[src/rtl/rr_arbiter_x_in.sv]
// rr_arbiter_x_in: round-robin arbiter with packet lock for a NoC router port.
// A winner is chosen by rotating priority, holds the grant until its tail flit
// is accepted (or its request drops), then the pointer moves past the winner.
// Optional feature macro: RR_X_IN_B2B_EN (back-to-back grants, no idle bubble).
module rr_arbiter_x_in #(
   parameter int IO_SIZE = 5,
   parameter int IO_w    = 3
) (
   input  logic               clk,
   input  logic               rst_n,
   input  logic [IO_SIZE-1:0] req,
   input  logic               last,
   input  logic               ack,
   output logic [IO_SIZE-1:0] grant,
   output logic [IO_w-1:0]    grant_id,
   output logic               grant_vld
);

   typedef enum logic {IDLE, BUSY} state_t;

   state_t             state_q, state_d;
   logic [IO_SIZE-1:0] grant_q, grant_d;
   logic [IO_w-1:0]    grant_id_q, grant_id_d;
   logic [IO_w-1:0]    ptr_q, ptr_d;
   logic [IO_w-1:0]    arb_base;
   logic [IO_w-1:0]    win_id;
   logic               win_found;
   logic               release_pkt;

   // While busy the search starts after the current holder, which equals the
   // pointer value it will leave behind on release.
   assign arb_base = (state_q == BUSY) ? grant_id_q : ptr_q;

   // A packet closes on an accepted tail flit, or aborts when its request drops.
   assign release_pkt = (state_q == BUSY) && ((ack && last) || !req[grant_id_q]);

   // Scan requesters in rotating order base+1 .. base and pick the first set one.
   always_comb begin
      int              idx;
      logic [IO_w-1:0] idx_v;
      win_id    = '0;
      win_found = 1'b0;
      idx       = 0;
      idx_v     = '0;
      for (int i = 1; i <= IO_SIZE; i++) begin
         idx = int'(arb_base) + i;
         if (idx >= IO_SIZE) idx = idx - IO_SIZE;
         idx_v = IO_w'(idx);
         if (!win_found && req[idx_v]) begin
            win_found = 1'b1;
            win_id    = idx_v;
         end
      end
   end

   // Next-state logic: grant on request when idle, hold while busy, release on tail or abort.
   always_comb begin
      state_d    = state_q;
      grant_d    = grant_q;
      grant_id_d = grant_id_q;
      ptr_d      = ptr_q;
      case (state_q)
         IDLE: begin
            if (win_found) begin
               grant_d    = IO_SIZE'(1) << win_id;
               grant_id_d = win_id;
               state_d    = BUSY;
            end else begin
               grant_d    = '0;
               grant_id_d = '0;
            end
         end
         BUSY: begin
            if (release_pkt) begin
               ptr_d = grant_id_q;
`ifdef RR_X_IN_B2B_EN
               if (win_found) begin
                  grant_d    = IO_SIZE'(1) << win_id;
                  grant_id_d = win_id;
                  state_d    = BUSY;
               end else begin
                  grant_d    = '0;
                  grant_id_d = '0;
                  state_d    = IDLE;
               end
`else
               grant_d    = '0;
               grant_id_d = '0;
               state_d    = IDLE;
`endif
            end
         end
         default: begin
            state_d    = IDLE;
            grant_d    = '0;
            grant_id_d = '0;
         end
      endcase
   end

   // State, grant and pointer registers; pointer resets so requester 0 wins first.
   always_ff @(posedge clk or negedge rst_n) begin
      if (!rst_n) begin
         state_q    <= IDLE;
         grant_q    <= '0;
         grant_id_q <= '0;
         ptr_q      <= IO_w'(IO_SIZE - 1);
      end else begin
         state_q    <= state_d;
         grant_q    <= grant_d;
         grant_id_q <= grant_id_d;
         ptr_q      <= ptr_d;
      end
   end

   assign grant     = grant_q;
   assign grant_id  = grant_id_q;
   assign grant_vld = |grant_q;

endmodule
[config.mk]
export PLATFORM = sky130hd
export DESIGN_NAME = rr_arbiter_x_in
export DESIGN_NICKNAME = d
export VERILOG_FILES = /design/src/rtl/rr_arbiter_x_in.sv
export SDC_FILE = /design/constraint.sdc
export NUM_CORES = 1
export LEC_CHECK = 0
export CAP_MARGIN = 20
export CORE_MARGIN = 2
export CORE_UTILIZATION = 40
export DETAILED_ROUTE_END_ITERATION = 7
export HOLD_SLACK_MARGIN = 0.1
export PLACE_DENSITY_LB_ADDON = 0.05
export SETUP_SLACK_MARGIN = 0.1
export SLEW_MARGIN = 5
export SYNTH_ARGS = -nofsm -noshare
export SYNTH_HDL_FRONTEND = slang
export SYNTH_SLANG_ARGS = --single-unit
export TNS_END_PERCENT = 100
[constraint.sdc]
create_clock -name clk -period 5.6 [get_ports clk]
set_input_delay 0.56 -clock clk [delete_from_list [all_inputs] [get_ports clk]]
set_output_delay 0.56 -clock clk [all_outputs]
set_load 0.01 [all_outputs]
### Word-level counts from Yosys, hierarchy flattened

Cells that the tools add are included.
Widths: inputs -> output; s select.

| word-level totals | value |
|---|---|
| register bits after elaboration | 12 |
| latch bits | 0 |
| bits in writable memories | 0 |
| ROM bits | 0 |
| input bits | 9 |
| logic and storage cells | 79 |
| memories kept | 0 |

| operators by class | value |
|---|---|
| add/sub/neg operators | 10 |
| multipliers | 0 |
| divide/modulo/power cells | 0 |
| order comparisons | 11 |
| equality and inequality tests | 1 |
| shifts and indexed selects | 1 |
| multiplexer cells | 37 |
| bitwise logic cells | 1 |
| reductions and logical operators | 14 |

Operators with widths:

| operator | count |
|---|---|
| $mux 3 | 13 |
| $lt 3x4->1 const B | 6 |
| $ge 4x3->1 const B | 5 |
| $bmux 1 s3 | 6 |
| $sub 3x3->3 const B | 5 |
| $mux 1 | 13 |
| $mux 5 | 2 |
| $pmux 5 s2 | 1 |
| $add 3x2->4 const B | 2 |
| $add 3x3->4 const B | 2 |
| $logic_and 1x1->1 | 6 |
| $pmux 3 s2 | 1 |
| $logic_not 1->1 | 5 |
| $reduce_or 5->1 | 1 |
| $shl 1x3->5 const A | 1 |
| $add 3x1->4 const B | 1 |
| $ne 2x1->1 const B | 1 |
| $pmux 1 s2 | 1 |
| $reduce_and 2->1 | 1 |
| $logic_or 1x1->1 | 1 |
| $not 1->1 | 1 |

### Depth between registers and ports, before layout

Gate-level depths: netlist of the first run.

| depth | value |
|---|---|
| depth after elaboration | 22 |
| mapped depth | 15 |
| depth with buffers taken out | 12 |

### Worst setup path before layout of the first run

Ideal clock, no wire load.

| timing path | value |
|---|---|
| path kind | register -> register |
| start | register grant_id_q[0] (netlist: grant_id[0]) |
| end | register grant_q[0] (netlist: grant[0]) |
| arrival time | 3.474 ns |
| slack | 2.005 ns |
| stages on the path, launching flop included | 15 |
| buffers on the path | 3 |
| period minus slack after synthesis | 3.595 ns |
| cells stage by stage | dfrtp_1 > buf_2 > mux2i_4 > buf_4 > ha_1 > ha_1 > buf_1 > a21oi_1 > mux2i_2 > mux2i_1 > nor2b_1 > a311oi_1 > and4b_1 > o31a_1 > a32o_1 |

| on the way | value |
|---|---|
| word-level cells in the longest chain between the ends | 22 |
| elaborated cells on any way between the ends | 58 |
| those cells by class | 10 x add/sub; 5 x order compare; 1 x eq/ne; 1 x shift; 30 x mux; 11 x reduce/logical |

RTL lines:

| element | RTL line | source |
|---|---|---|
| start: declaration | 23 | `logic [IO_w-1:0] grant_id_q, grant_id_d;` |
| start signal: assignment | 111 | `grant_id_q <= grant_id_d;` |
| $mux 3 | 32 | `assign arb_base = (state_q == BUSY) ? grant_id_q : ptr_q;` |
| $add 3x1->4 | 46 | `idx = int'(arb_base) + i;` |
| $ge 4x3->1 or $sub 3x3->3 (tied branches) | 47 | `if (idx >= IO_SIZE) idx = idx - IO_SIZE;` |
| $mux 3 | 47 |  |
| $bmux 1 s3 | 49 | `if (!win_found && req[idx_v]) begin` |
| $mux 1 (implied by the code) | 49 |  |
| $mux 1 | 49 |  |
| $logic_not 1->1 | 49 |  |
| [6 not listed] | - |  |
| $logic_and 1x1->1 | 49 |  |
| $mux 1 | 49 |  |
| $logic_not 1->1 | 49 |  |
| $logic_and 1x1->1 | 49 |  |
| $mux 3 | 49 |  |
| $shl 1x3->5 | 65 | `grant_d = IO_SIZE'(1) << win_id;` |
| $mux 5 | 64 | `if (win_found) begin` |
| $pmux 5 s2 | 62 | `case (state_q)` |
| end signal: assignment | 110 | `grant_q <= grant_d;` |
| end: declaration | 22 | `logic [IO_SIZE-1:0] grant_q, grant_d;` |

Parallel ways exist; a longest one is shown, timed or not. The select of a mux whose other input is x is not followed.
A chain may end at the register's enable or synchronous reset.

### Worst setup path in the final report of the first run

| timing path | value |
|---|---|
| start | register state_q |
| end | register grant_q[0] (netlist: grant[0]) |

| on the way | value |
|---|---|
| word-level cells in the longest chain between the ends | 22 |
| elaborated cells on any way between the ends | 55 |
| those cells by class | 10 x add/sub; 5 x order compare; 1 x eq/ne; 1 x shift; 28 x mux; 1 x bitwise; 9 x reduce/logical |

RTL lines:

| element | RTL line | source |
|---|---|---|
| start: declaration | 21 | `state_t state_q, state_d;` |
| start signal: assignment | 109 | `state_q <= state_d;` |
| $mux 3 | 32 |  |
| $add 3x1->4 | 46 |  |
| $ge 4x3->1 or $sub 3x3->3 (tied branches) | 47 |  |
| $mux 3 | 47 |  |
| $bmux 1 s3 | 49 |  |
| $mux 1 (implied by the code) | 49 |  |
| $mux 1 | 49 |  |
| $logic_not 1->1 | 49 |  |
| [6 not listed] | - |  |
| $logic_and 1x1->1 | 49 |  |
| $mux 1 | 49 |  |
| $logic_not 1->1 | 49 |  |
| $logic_and 1x1->1 | 49 |  |
| $mux 3 | 49 |  |
| $shl 1x3->5 | 65 |  |
| $mux 5 | 64 |  |
| $pmux 5 s2 | 62 |  |

Parallel ways exist; a longest one is shown, timed or not. The select of a mux whose other input is x is not followed.

==> results.cfg, run 1 <==
[floorplan]
num_io_pins = 18
die-area_um2 = 4630
die_h_um = 68.0
num_rows = 23
start_util_pct = 41.3
die_w_um = 68.0
core-area_um2 = 3970

[detailed_routing]
wirelength_mm = 4.45
via_count = 1553
drtIter0Drc = 128
first_pass_iters = 4
vias_per_cell = 5.88
drtAntennaViolNets = 0
routedWlPerCell_um = 16.8
remaining_drc_errors = 0

[logic_synthesis]
syn_nets = 219
synth-async-reset-ratio_pct = 100
synth_edf_count = 0
ys_top_cells_by_area = dfrtp_1, mux2i_1, nand2_1, ha_1, nor3b_1
synthCells = 202
synth_top_area_share_pct = 16.8
synthDistinctLibCells = 57
ys.warnings.count = 0
synth_top_area_cell = dfrtp_1
syn_area_um2 = 1640
seq_area_frac_synth_pct = 18.4
syn_avg_cell_area_um2 = 8.12
ys.flop_type = dfrtp_1
ys_ff_latch = 12

[flow_run]
drv_cap = 0

[worst_setup_path]
reg2reg_from = state_q
cpMostUsedCell = mux2i_2
path_max_fanout = 16
worstSetupEndpointType = flop
slowest_delay_ps = 710
critPathLaunch = state_q
path_buf_inv = 1
crit_family = multiplexers
path_cells = mux2i_2 > inv_1 > ha_1 > nand2b_1 > a21oi_1 > mux2i_2 > mux2i_1 > nor2b_1 > nor2_1 > a311oi_1 > o32ai_4 > a32o_1
cp.arrival_ps = 4600
crit_type = reg -> reg
required_ps = 5730
start_kind = flop
critPathSlowestCell = dfrtp_1

[grt]
grt_pass1_wl_mm = 7.57
antenna_found_initial = 0
track_usage_pct = 21.8
grt_max_degree = 19
first_global_vias = 1531
grt-ovfl-total = 0

[timing]
max_slew_margin_pct = 36.8
tightest_slew_ps = 945
fmax_ghz = 0.224
grt_setup_unrepaired = false
post-route-period-util_pct = 79.7
finalMaxSlewViolations = 0
setup-violations-final = 0
setup_tns_ps = 0
fin_crit_ps = 4460
clock_skew_ps = 4.11
hold_viol_final = 0

[outcome]
status = finished clean

[final_layout]
register_area_um2 = 302
multi_input_area_um2 = 1250
diodes = 0
fin_nets = 232
drive_gt1_share_pct = 11.2
nFillCells = 396
syn_to_final_growth_pct = 14.9

[clocking]
cts_buffer_depth = 2
cts.hold.buffers_added = 0
clkSinkCount = 12
cts_tree = yes
htreeDepth = 1
cts-root-buf = clkbuf_8
numCtsBuffers = 3
clk_latency_ps = 240
post_cts_resized = 0
clkTransAtPathRegs_ps = 60
postCtsSetupBuffers = 0

[hold_path]
hp-class = reg -> reg
hp-start = grant[3]

[placement]
dp_hpwl_mm = 3.37
io_buffer_count = 17
gp_congestion = 0.868
-- final timing paths --
path | to | slack [ps] | cells past startpoint
max in group asynchronous | ptr_q[2] | 4550 | 1
min in group asynchronous | grant[2] | 670 | 1
max reg2reg | grant[0] | 1140 | 12
min | grant[3] | 510 | 2
max | grant[0] | 1140 | 12
min reg2reg | grant[3] | 510 | 2
-- state kept, by name, indices dropped and copies added (netlist names) --
signal    cells
grant         5
grant_id      3
ptr_q         3
state_q       1
-- worst min-delay path, delay by kind of cell, from the launching register on --
family,cells,cell delay [ps]
flip-flops,1,360
AND/OR/NAND/NOR,1,50
AO/OA/AOI/OAI,1,60
-- cell type report --
type                    count  area share, %
flip-flops and latches     12           16.0
inverters                   9           1.93
multi-input cells         171           66.4
clock buffers               4           2.92
well taps                  50           3.32
repair buffers             18           9.43
-- routing by layer --
layer,vias to the layer above,track usage [%],part of all wire (%)
li1,781,-,-
met4,0,9.00,1.6
met2,49,36.4,48
met5,-,0,0
met1,715,29.0,47
met3,8,1.48,3.8
-- Yosys cell counts, types with 2 or more instances --
library cell,n
xor2_1,2
o21ai_0,10
a21o_1,2
a21boi_0,4
nand4_1,3
mux2i_1,15
mux2i_2,3
nand3_1,11
nand3b_1,2
buf_2,2
clkbuf_1,5
nor2_1,12
nor3b_1,8
and2_1,2
a32oi_1,2
nand2_1,28
ha_1,8
nor3_1,7
a21oi_1,7
o31a_1,2
dfrtp_1,11
inv_1,8
mux2_2,4
o22ai_1,4
o21ai_1,4
a311oi_1,2
nand2b_1,4
-- metrics by stage --
step	cells	util [%]	hold WS [ps]	cell area (um2)	worst slack (ps)
after floorplan	202	-	264	1640	2000
after global placement	260	46.1	497	1830	1290
after detailed placement	260	46.1	501	1830	1200
after CTS	264	47.4	515	1880	1180
after global routing	264	47.4	569	1880	813
final	264	47.4	511	1880	1140
-- kinds of logic after synthesis --
group,share of synthesized area [%]
flip-flops,18.4
XOR/XNOR,1.60
adder cells (fa/ha/maj),6.10
AO/OA/AOI/OAI,24.6
buffers and inverters,5.34
multiplexers,18.1
AND/OR/NAND/NOR,25.9
-- cell usage in the layout, fill, tap and decap left out, types with 7 or more instances in the layout --
| cell type | instances |
|---|---|
| nand2_1 | 28 |
| clkdlybuf4s50_1 | 17 |
| a21oi_1 | 7 |
| nor2_1 | 12 |
| mux2i_1 | 15 |
| nor3b_1 | 8 |
| nand3_1 | 11 |
| o21ai_0 | 10 |
| ha_1 | 8 |
| nor3_1 | 7 |
| dfrtp_1 | 11 |
| inv_1 | 8 |
Power of run 1 is not shown: default switching activity piles up to over one toggle a cycle in this logic, so the estimate is an artifact.
==> inputs of run 2 (changes only) <==
==> constraint.sdc (replaced) <==
create_clock -name clk -period 4.4 [get_ports clk]
set_input_delay 0.44 -clock clk [delete_from_list [all_inputs] [get_ports clk]]
set_output_delay 0.44 -clock clk [all_outputs]
set_load 0.01 [all_outputs]
==> run 2 against run 1 <==
Utilization is 0.41 points higher. Clock-buffer cell count unchanged. Cell count is 0.76% higher. Via count rose by 1.5%. Setup slack worse by 590 ps. Maximum frequency up 16%. Clock skew is 2.4 ps higher. Wire length is 0.74% lower. Critical path depth unchanged. Register-to-register slack lost 590 ps. Non-clock buffer count up 2.
==> results.cfg, run 2 (same netlist as run 1, synthesis figures left out) <==
[outcome]
status = finished clean

[floorplan]
core-area_um2 = 3970
die-area_um2 = 4630
start_util_pct = 41.3
num_rows = 23
die_w_um = 68.0
num_io_pins = 18
die_h_um = 68.0

[placement]
placed_cells = 262
pre_cts_ws_ps = 357
dp_hpwl_mm = 3.36
io_buffer_count = 17
gp_congestion = 0.818

[timing]
setup_tns_ps = 0
grt_setup_unrepaired = false
tightest_slew_ps = 897
hold_viol_final = 0
fmax_ghz = 0.260
max_slew_margin_pct = 40.1
fin_ws_ps = 547
setup-violations-final = 0
fin_crit_ps = 3850
clock_skew_ps = 6.52
post-route-period-util_pct = 87.6
finalMaxSlewViolations = 0

[clocking]
clkSinkCount = 12
cts_buffer_depth = 2
clkTransAtPathRegs_ps = 50
cts-root-buf = clkbuf_8
postCtsSetupBuffers = 0
numCtsBuffers = 3
clk_latency_ps = 240
htreeDepth = 1
cts_tree = yes

[final_layout]
largest_reg_flops = 5
drive_gt1_share_pct = 12.5
finalNonFillerCells = 266
nFillCells = 407
final_common_cell = nand2_1
fin_nets = 234
mostFrequentLayoutCells = nand2_1, clkdlybuf4s50_1, mux2i_1, nor2_1, nand3_1
syn_to_final_growth_pct = 15.9
diodes = 0

[worst_setup_path]
cp.arrival_ps = 3980
critPathSlowestCell = dfrtp_2
r2r_cells = 12
start_kind = flop
cpMostUsedCell = mux2i_2
path_max_fanout = 16
required_ps = 4530
worstSetupEndpointType = flop
path_cells = mux2i_2 > inv_1 > ha_1 > nand2b_1 > a21oi_1 > mux2i_2 > mux2i_1 > nor2b_1 > nor2_1 > a311oi_1 > o32ai_4 > a32o_1
crit_type = reg -> reg
slowest_delay_ps = 560

[grt]
antenna_found_initial = 0
track_usage_pct = 20.9
grt-ovfl-total = 0
first_global_vias = 1586
grt_max_degree = 18
grt_pass1_wl_mm = 7.42

[detailed_routing]
wl_met2_mm = 2.26
wl_met3_um = 113
via_count = 1577
wirelength_mm = 4.41
first_pass_iters = 4
vias_per_cell = 5.93
drtIter0Drc = 156
drtAntennaViolNets = 0
routedWlPerCell_um = 16.6
dr.max_layer_used = met4
wirelength_met1_mm = 2.00
remaining_drc_errors = 0

[hold_path]
hp-class = reg -> reg
hold-path-cell-count = 2

[flow_run]
drv_cap = 0
## run 2: cell type report
| cell class | instances | area [um2] | share of cell area (%) |
|---|---|---|---|
| Clock buffer | 4 | 55.1 | 2.90 |
| Inverter | 9 | 36.3 | 1.91 |
| Multi-Input combinational cell | 171 | 1250 | 65.8 |
| Sequential cell | 12 | 303 | 15.9 |
| Tap cell | 50 | 62.6 | 3.29 |
| Timing Repair Buffer | 20 | 193 | 10.1 |
## run 2: timing repair
item / 4_1_cts / 5_1_grt
setup endpoints to repair: 0 / 5
hold endpoints to repair: 0 / 0
resized for setup: 0 / 1
hold buffers: 0 / 0
## run 2: metrics by stage
stage	utilization, %	area [um2]	hold slack, ps
3_3_place_gp	46.4	1840	501
5_1_grt	47.9	1900	548
2_1_floorplan	-	1640	144
4_1_cts	47.8	1900	520
6_report	47.9	1900	516
3_5_place_dp	46.4	1840	507
## run 2: routing by layer
metal	vias to the layer above	GRT usage [%]
li1	781	-
met1	759	26.2
met2	33	38.5
met3	4	1.48
met4	0	5.50
met5	-	0
## run 2: critical path, delay by kind of cell (launching register included)
kind,cells,cell delay (ps)
muxes,3,1190
AOI/OAI and AO/OA,4,1100
DFF,1,560
and+or+nand+nor,3,440
adders and majority gates,1,260
buffers and inverters,1,200
## run 2: worst paths after layout
check	startpoint	endpoint	slack [ps]
worst max-delay path	state_q	grant[0]	550
worst min-delay path	grant[4]	grant[4]	520
worst max register to register	state_q	grant[0]	550
worst min register to register	grant[4]	grant[4]	520
max in group asynchronous	rst_n	state_q	3450
min in group asynchronous	rst_n	grant[2]	550
Power of run 2 is left out for the same reason.
